$ cat src/rtl/obs_split_issue_142bit_pkg.sv
// Shared constants and types for the 142-bit OBS multiplier front end.
package obs_pkg_142;
  localparam int N  = 142;
  localparam int H  = N / 2;
  localparam int PW = 2 * H - 1;

  typedef enum logic [1:0] {IDLE, REQ, WAIT, DONE} state_t;

  // Selects which half-product is in flight: bit 1 picks Ao over Ae, bit 0 picks Bo over Be.
  typedef logic [1:0] idx_t;
endpackage

$ cat src/rtl/obs_split_issue_142bit_split.sv
// Even/odd coefficient deinterleave of one N-bit GF(2) polynomial.
module obs_operand_split_142bit
  import obs_pkg_142::*;
(
  input  logic [N-1:0] i_op,
  output logic [H-1:0] o_even,
  output logic [H-1:0] o_odd
);
  for (genvar gi = 0; gi < H; gi++) begin : g_split
    assign o_even[gi] = i_op[2*gi];
    assign o_odd[gi]  = i_op[2*gi+1];
  end
endmodule

$ cat src/rtl/obs_split_issue_142bit.sv
// Splits two 142-bit operands into halves and issues the four half-products
// to a shared 71-bit sub-multiplier, one at a time, then holds the results.
module obs_split_issue_142bit
  import obs_pkg_142::*;
(
  input  logic          clk,
  input  logic          rst,
  input  logic          in_valid,
  output logic          in_ready,
  input  logic [N-1:0]  a_in,
  input  logic [N-1:0]  b_in,
  output logic          sm_req_valid,
  input  logic          sm_req_ready,
  output logic [H-1:0]  sm_a,
  output logic [H-1:0]  sm_b,
  input  logic          sm_rsp_valid,
  input  logic [PW-1:0] sm_rsp,
  output logic          out_valid,
  input  logic          out_ready,
  output logic [PW-1:0] pp1,
  output logic [PW-1:0] pp2,
  output logic [PW-1:0] pp3,
  output logic [PW-1:0] pp4,
  output logic          err
);
  state_t        r_state;
  state_t        w_state_nxt;
  idx_t          r_k;
  idx_t          w_k_inc;
  logic [H-1:0]  w_ae, w_ao, w_be, w_bo;
  logic [H-1:0]  r_ae, r_ao, r_be, r_bo;
  logic [H-1:0]  r_sm_a, r_sm_b;
  logic [PW-1:0] r_pp1, r_pp2, r_pp3, r_pp4;
  logic          r_err;
  logic          w_accept;
  logic          w_rsp_take;

  obs_operand_split_142bit u_split_a (
    .i_op   (a_in),
    .o_even (w_ae),
    .o_odd  (w_ao)
  );

  obs_operand_split_142bit u_split_b (
    .i_op   (b_in),
    .o_even (w_be),
    .o_odd  (w_bo)
  );

  assign w_accept   = in_valid & (r_state == IDLE);
  assign w_rsp_take = sm_rsp_valid & (r_state == WAIT);
  assign w_k_inc    = r_k + 2'd1;

  always_ff @(posedge clk or posedge rst) begin
    if (rst) r_state <= IDLE;
    else     r_state <= w_state_nxt;
  end

  always_comb begin
    w_state_nxt = r_state;
    unique case (r_state)
      IDLE:    if (in_valid)     w_state_nxt = REQ;
      REQ:     if (sm_req_ready) w_state_nxt = WAIT;
      WAIT:    if (sm_rsp_valid) w_state_nxt = (r_k == 2'd3) ? DONE : REQ;
      DONE:    if (out_ready)    w_state_nxt = IDLE;
      default:                   w_state_nxt = IDLE;
    endcase
  end

  // in_ready is masked by rst so it reads low for the whole reset window.
  always_comb begin
    in_ready     = (r_state == IDLE) & ~rst;
    sm_req_valid = (r_state == REQ);
    out_valid    = (r_state == DONE);
  end

  // Request operands are registered one step ahead so they are already valid on entry to REQ.
  always_ff @(posedge clk or posedge rst) begin
    if (rst) begin
      r_ae   <= '0;
      r_ao   <= '0;
      r_be   <= '0;
      r_bo   <= '0;
      r_sm_a <= '0;
      r_sm_b <= '0;
      r_k    <= '0;
      r_pp1  <= '0;
      r_pp2  <= '0;
      r_pp3  <= '0;
      r_pp4  <= '0;
      r_err  <= 1'b0;
    end else begin
      if (w_accept) begin
        r_ae   <= w_ae;
        r_ao   <= w_ao;
        r_be   <= w_be;
        r_bo   <= w_bo;
        r_sm_a <= w_ae;
        r_sm_b <= w_be;
        r_k    <= 2'd0;
      end
      if (w_rsp_take) begin
        unique case (r_k)
          2'd0:    r_pp1 <= sm_rsp;
          2'd1:    r_pp2 <= sm_rsp;
          2'd2:    r_pp3 <= sm_rsp;
          default: r_pp4 <= sm_rsp;
        endcase
        if (r_k != 2'd3) begin
          r_k    <= w_k_inc;
          r_sm_a <= w_k_inc[1] ? r_ao : r_ae;
          r_sm_b <= w_k_inc[0] ? r_bo : r_be;
        end
      end
      // Any response outside WAIT is dropped and flagged until reset.
      if (sm_rsp_valid && (r_state != WAIT)) r_err <= 1'b1;
    end
  end

  assign sm_a = r_sm_a;
  assign sm_b = r_sm_b;
  assign pp1  = r_pp1;
  assign pp2  = r_pp2;
  assign pp3  = r_pp3;
  assign pp4  = r_pp4;
  assign err  = r_err;
endmodule

$ cat config.mk
export PLATFORM = sky130hd
export DESIGN_NAME = obs_split_issue_142bit
export DESIGN_NICKNAME = d
export VERILOG_FILES = /design/src/rtl/obs_split_issue_142bit_pkg.sv /design/src/rtl/obs_split_issue_142bit_split.sv /design/src/rtl/obs_split_issue_142bit.sv
export SDC_FILE = /design/constraint.sdc
export NUM_CORES = 2
export LEC_CHECK = 0
export ABC_AREA = 1
export CORE_AREA = 2 2 442 444
export CTS_BUF_LIST = sky130_fd_sc_hd__clkbuf_2 sky130_fd_sc_hd__clkbuf_4 sky130_fd_sc_hd__clkbuf_8
export DETAILED_ROUTE_END_ITERATION = 10
export DIE_AREA = 0 0 444 446
export HOLD_SLACK_MARGIN = 0.03
export PLACE_DENSITY = 0.46
export SLEW_MARGIN = 20
export SYNTH_ARGS = -nofsm -noshare
export SYNTH_HDL_FRONTEND = slang
export SYNTH_SLANG_ARGS = --single-unit
$ cat constraint.sdc
create_clock -name clk -period 92.4 [get_ports clk]
set_input_delay 18.48 -clock clk [delete_from_list [all_inputs] [get_ports clk]]
set_output_delay 18.48 -clock clk [all_outputs]
set_load 0.02 [all_outputs]
Word level (Yosys, flattened, before mapping):

Cells that the tools add are included.

* register bits: 995
* input port bits: 431

* add/subtract/negate cells: 1
* eq/ne operators: 12
* muxes and demuxes: 17
* bitwise operators: 5
* reductions and logical operators: 9

Operator list (number)
* 71-bit 2-to-1 mux: 8
* 2-bit 2-to-1 mux: 8
* 2-bit == test, second input constant: 4
* 2-bit inequality test, second input constant: 4
* 2-bit case mux with 4 select lines: 1
* 2-bit AND reduction: 4
* 2-bit by 1-bit == test with 1-bit output, second input constant: 2
* 2-bit logical NOT: 2
* 2-bit by 1-bit inequality test with 1-bit output, second input constant: 2
* 4-bit AND reduction: 1
* 1-bit bitwise AND: 3
* 3-bit OR reduction: 1
* 2-bit by 1-bit adder with 2-bit output, second input constant: 1
* 1-bit NOT: 2
* 1-bit logical AND: 1

Logic depth before layout (Yosys ltp):

* word-level depth: 5
* depth in mapped cells: 11

Modules after synthesis:

From an unflattened synthesis, not the netlist that was laid out.

* cell total of the unflattened synthesis: 4794
* area total of the unflattened synthesis: 41736.3 sq um

By module, submodules not included
* obs_split_issue_142bit: times used 1, cells an instance 4510, area each 39604.2 sq um, seq. area each 24898.9 sq um
* obs_operand_split_142bit: times used 2, cells an instance 142, area each 1066.0 sq um, seq. area each 0.0 sq um

Least setup slack after synthesis:

No wires, ideal clock.

* path kind: input to output
* start: input rst
* end: output in_ready
* arrival: 18935 ps
* data required time: 73920 ps
* slack: 54985 ps
* stages on the path: 1
* buffers on the path: 0
* path through: nor3_1

* longest elaborated chain between the ends: 2

Ends and longest elaborated chain
* start: declaration: RTL line obs_split_issue_142bit.sv:7 `input logic rst,`
* 1-bit NOT: RTL line obs_split_issue_142bit.sv:72 `in_ready = (r_state == IDLE) & ~rst;`
* 1-bit bitwise AND: RTL line obs_split_issue_142bit.sv:72
* end: declaration: RTL line obs_split_issue_142bit.sv:9 `output logic in_ready,`

Every way passes these cells.

Worst setup path in the final report:

Same ends and word-level chain as after synthesis.

==> out/summary.txt <==
CRITICAL PATH
---------------------------------------------------------------------------------------
Worst R2R Start                                                            r_state[0]$_DFFE_PP0P_
Slowest library cell on the worst path                                     sky130_fd_sc_hd__clkdlybuf4s50_1
Most used cell, CP                                                         sky130_fd_sc_hd__clkdlybuf4s50_1
Highest cell delay on the worst timing path                                      670 ps
Critical path's top delay family                                           buffers and inverters
Worst setup path start                                                              rst
Crit path DAT                                                                  19970 ps
Chain of cells forming the critical path                                   clkdlybuf4s50_1 > nor3_1 > clkdlybuf4s50_1
Class of the most critical setup path                                         in -> out
End of the worst register-to-register path                                 sm_b[56]$_DFF_PP0_
Depth of the worst register-to-register path                                          9
Crit Path Max Fanout                                                                  2
Register-to-register setup slack                                               87250 ps
Combined buffer and inverter count along the critical path                            2
Kind of capture point of the worst setup path                               output port
Req. time, crit path                                                           73920 ps
Startpoint type of the worst setup path                                       input pin

CLOCKING
---------------------------------------------------------------------------------------
TritonCTS clock tree                                                              built
Number of buffers between clock root and the deepest sink                             3
Total setup buffers inserted after CTS                                                0
Clock transition at the registers of the reported paths                           50 ps
Total CTS buffers                                                                   188
Clock sinks                                                                         995
Clock H-tree levels                                                                   4
Post-cts resize count                                                                 0
Library cell used as clock root buffer                                     sky130_fd_sc_hd__clkbuf_8
Hold_buf cts                                                                          0
Worst-Skew Late Latency                                                          910 ps

FLOORPLANNING
---------------------------------------------------------------------------------------
Die Ht                                                                           446 µm
Count of standard-cell rows                                                         162
Ports placed on the boundary                                                       1141
Placeable Area                                                                0.194 mm²
Starting density of the core                                                      0.205
Die Outline Area                                                              0.198 mm²
Die span in x                                                                    444 µm

PWR
---------------------------------------------------------------------------------------
Proportion of power drawn by the clock network                                    0.233
Leakage power figure                                                            27.0 nW
Power Dens Cells                                                            34.8 mW/mm²
Seq pwr share                                                                     0.358
Fraction of power spent switching nets                                            0.391
Part of the total power dissipated in combinational logic                         0.409
Power spent charging and discharging nets                                    0.000782 W
VDD IR-drop max                                                               0.0153 mV
Internal power summed over all cells                                          0.00122 W

LAYOUT
---------------------------------------------------------------------------------------
Leading cell type in the layout, fill and taps excluded                    sky130_fd_sc_hd__nand2_1
Storage cell area                                                            0.0249 mm²
Number of inserted filler cells in the final layout                               20700
Growth of design area from synthesis to finish                                    45.2%
Area of the multi-input gates                                                0.0122 mm²
Post-Layout Inst Area                                                        0.0575 mm²
Share of final-layout standard cells stronger than drive strength 1              0.0654
Net count, final                                                                   6029
Most used cells in the layout excluding fill and tap cells                 1849 x sky130_fd_sc_hd__nand2_1, 1140 x sky130_fd_sc_hd__clkdlybuf4s50_1, 994 x sky130_fd_sc_hd__dfrtp_1

GRT
---------------------------------------------------------------------------------------
Overall global routing resource usage                                             0.156
Pin count of the biggest net entering global routing                                179
Antenna violations before repair                                                     57
Via count of the first global-routing pass                                        33000
First-pass GRT wire length                                                    230000 µm
Total congestion overflow after global routing                                        0

DRT
---------------------------------------------------------------------------------------
Drc violations                                                                        0
Routed Antenna Nets                                                                   0
Sum of routed wire length over all layers                                     159000 µm
Detailed-route vias per instance                                                   4.04
Number of violations reported at the end of detailed-routing iteration 0           1948
Via count                                                                         33600
Average wire per standard cell                                                  19.1 µm
First-pass iteration count of the detailed router                                     5

STA
---------------------------------------------------------------------------------------
Final period demand of the worst path                                          38450 ps
F_max                                                                        0.0260 GHz
Worst Tran Pin Value                                                            1080 ps
Relative slew margins                                                             0.279
Number of hold violations in the final report                                         0
Final-report max-slew violation count                                                 0
Final setup violating endpoints                                                       0
Final setup skew                                                                42.2 ps
Crit share post-route                                                             0.416
Final TNS setup                                                                    0 ps
Setup repair after global routing missed its margin                                  no

LOGIC SYNTHESIS
---------------------------------------------------------------------------------------
Synthesis warning total                                                               0
Sequential area share after synthesis                                             0.629
Post-synthesis instance area                                                 0.0396 mm²
Count of distinct cell types in the synthesized netlist                              22
Synth async-reset ratio                                                            1.00
Synth top area share                                                              0.629
Post-synth net total                                                               4946
Most frequently used flop master after synthesis                           sky130_fd_sc_hd__dfrtp_1
Total of flip-flops plus latches after synthesis                                    995
Cell type contributing the most total cell area after synthesis            sky130_fd_sc_hd__dfrtp_1
Mapped Cells                                                                       4510
Number of enable flip-flop cells after synthesis                                      0
Most area-consuming cells after synthesis                                  sky130_fd_sc_hd__dfrtp_1 63%, sky130_fd_sc_hd__nand2_1 18%, sky130_fd_sc_hd__o21ai_0 11%, sky130_fd_sc_hd__inv_1 3.5%, sky130_fd_sc_hd__o21ai_1 1.9%
Syn_area_per_cell                                                              8.78 µm²

JOB
---------------------------------------------------------------------------------------
MaxCap Viol Count                                                                     0

PLACE
---------------------------------------------------------------------------------------
Instance area at placement                                                   0.0534 mm²
RD Place Congestion                                                               0.819
Detail Placement HPWL                                                         112000 µm
IO Port Bufs                                                                       1140

RUN STATUS
---------------------------------------------------------------------------------------
Run status                                                                 finished, final reports clean

MIN PATH
---------------------------------------------------------------------------------------
Hold Path Sink                                                             err$_DFFE_PP0P_
Min-Delay Startpoint                                                       err$_DFFE_PP0P_
Cell depth of the worst hold path                                                     1
HP Class                                                                     reg -> reg

[layout make-up]
| cell class | instances | share of cell area |
|---|---|---|
| diodes | 34 | 0.00148 |
| well taps | 2542 | 0.0553 |
| clock buffers | 304 | 0.0649 |
| flip-flops and latches | 995 | 0.433 |
| clock inverters | 24 | 0.00540 |
| multi-input cells | 2866 | 0.212 |
| inverters | 369 | 0.0244 |
| repair buffers | 1173 | 0.204 |
[worst register-to-register path, delay by kind of cell, from the launching register on]
family          cells  cell delay (ps)
compound gates      1              230
flops               1              780
buf+inv             4             3140
simple gates        4              890
[per-layer routing]
metal | global-route usage | vias up | share of wire
li1 | - | 16300 | -
met1 | 0.170 | 15800 | 0.37
met2 | 0.263 | 1056 | 0.49
met3 | 0.0594 | 319 | 0.083
met4 | 0.0827 | 40 | 0.049
met5 | 0 | - | 0.0018
[through the flow]
stage	setup WS, ps	power (W)	hold WS [ps]	util	cells
2_1_floorplan	45930	0.00114	442	-	4510
3_5_place_dp	53950	0.00155	447	0.276	7945
6_report	53950	0.00200	454	0.297	8307
4_1_cts	53950	0.00203	459	0.297	8273
3_3_place_gp	54000	0.00154	448	0.276	7945
5_1_grt	53930	0.00214	478	0.297	8301
[power groups by stage]
stage,clock [W],combinational [W],sequential (W)
after floorplan,0,0.000281,0.000855
after global placement,0,0.000824,0.000717
after detailed placement,0,0.000829,0.000721
after CTS,0.000484,0.000832,0.000717
after global routing,0.000503,0.000897,0.000739
final,0.000466,0.000817,0.000716
[how the worst max path moves through the flow]
stage	endpoint	slack (ps)	depth (start not counted)
2_1_floorplan	err$_DFFE_PP0P_	45930	1
3_3_place_gp	in_ready	54000	3
3_5_place_dp	in_ready	53950	3
4_1_cts	in_ready	53950	3
5_1_grt	in_ready	53930	3
6_report	in_ready	53950	3
[state kept, by name, summed over array words and instances (netlist names), 71 cells and up]
register / count
pp1: 141
pp2: 141
pp3: 141
pp4: 141
r_ae: 71
r_ao: 71
r_be: 71
r_bo: 71
sm_a: 71
sm_b: 71
[logic make-up after synthesis]
| logic type | share of synthesized area |
|---|---|
| flip-flops | 0.629 |
| AO/OA/AOI/OAI | 0.125 |
| AND/OR/NAND/NOR | 0.178 |
| adder cells (fa/ha/maj) | 0.00158 |
| buffers and inverters | 0.0662 |
[synth_stat cells, types with 5 or more instances]
cell type and n:
sky130_fd_sc_hd__nand2_1 1850, sky130_fd_sc_hd__dfrtp_1 995, sky130_fd_sc_hd__o21ai_0 839, sky130_fd_sc_hd__inv_1 366
sky130_fd_sc_hd__o21ai_1 150, sky130_fd_sc_hd__clkbuf_1 139, sky130_fd_sc_hd__buf_2 127, sky130_fd_sc_hd__buf_1 8
sky130_fd_sc_hd__nand3_1 8, sky130_fd_sc_hd__buf_4 5, sky130_fd_sc_hd__ha_1 5, sky130_fd_sc_hd__nand2_2 5
(Power assumes the default switching activity.)
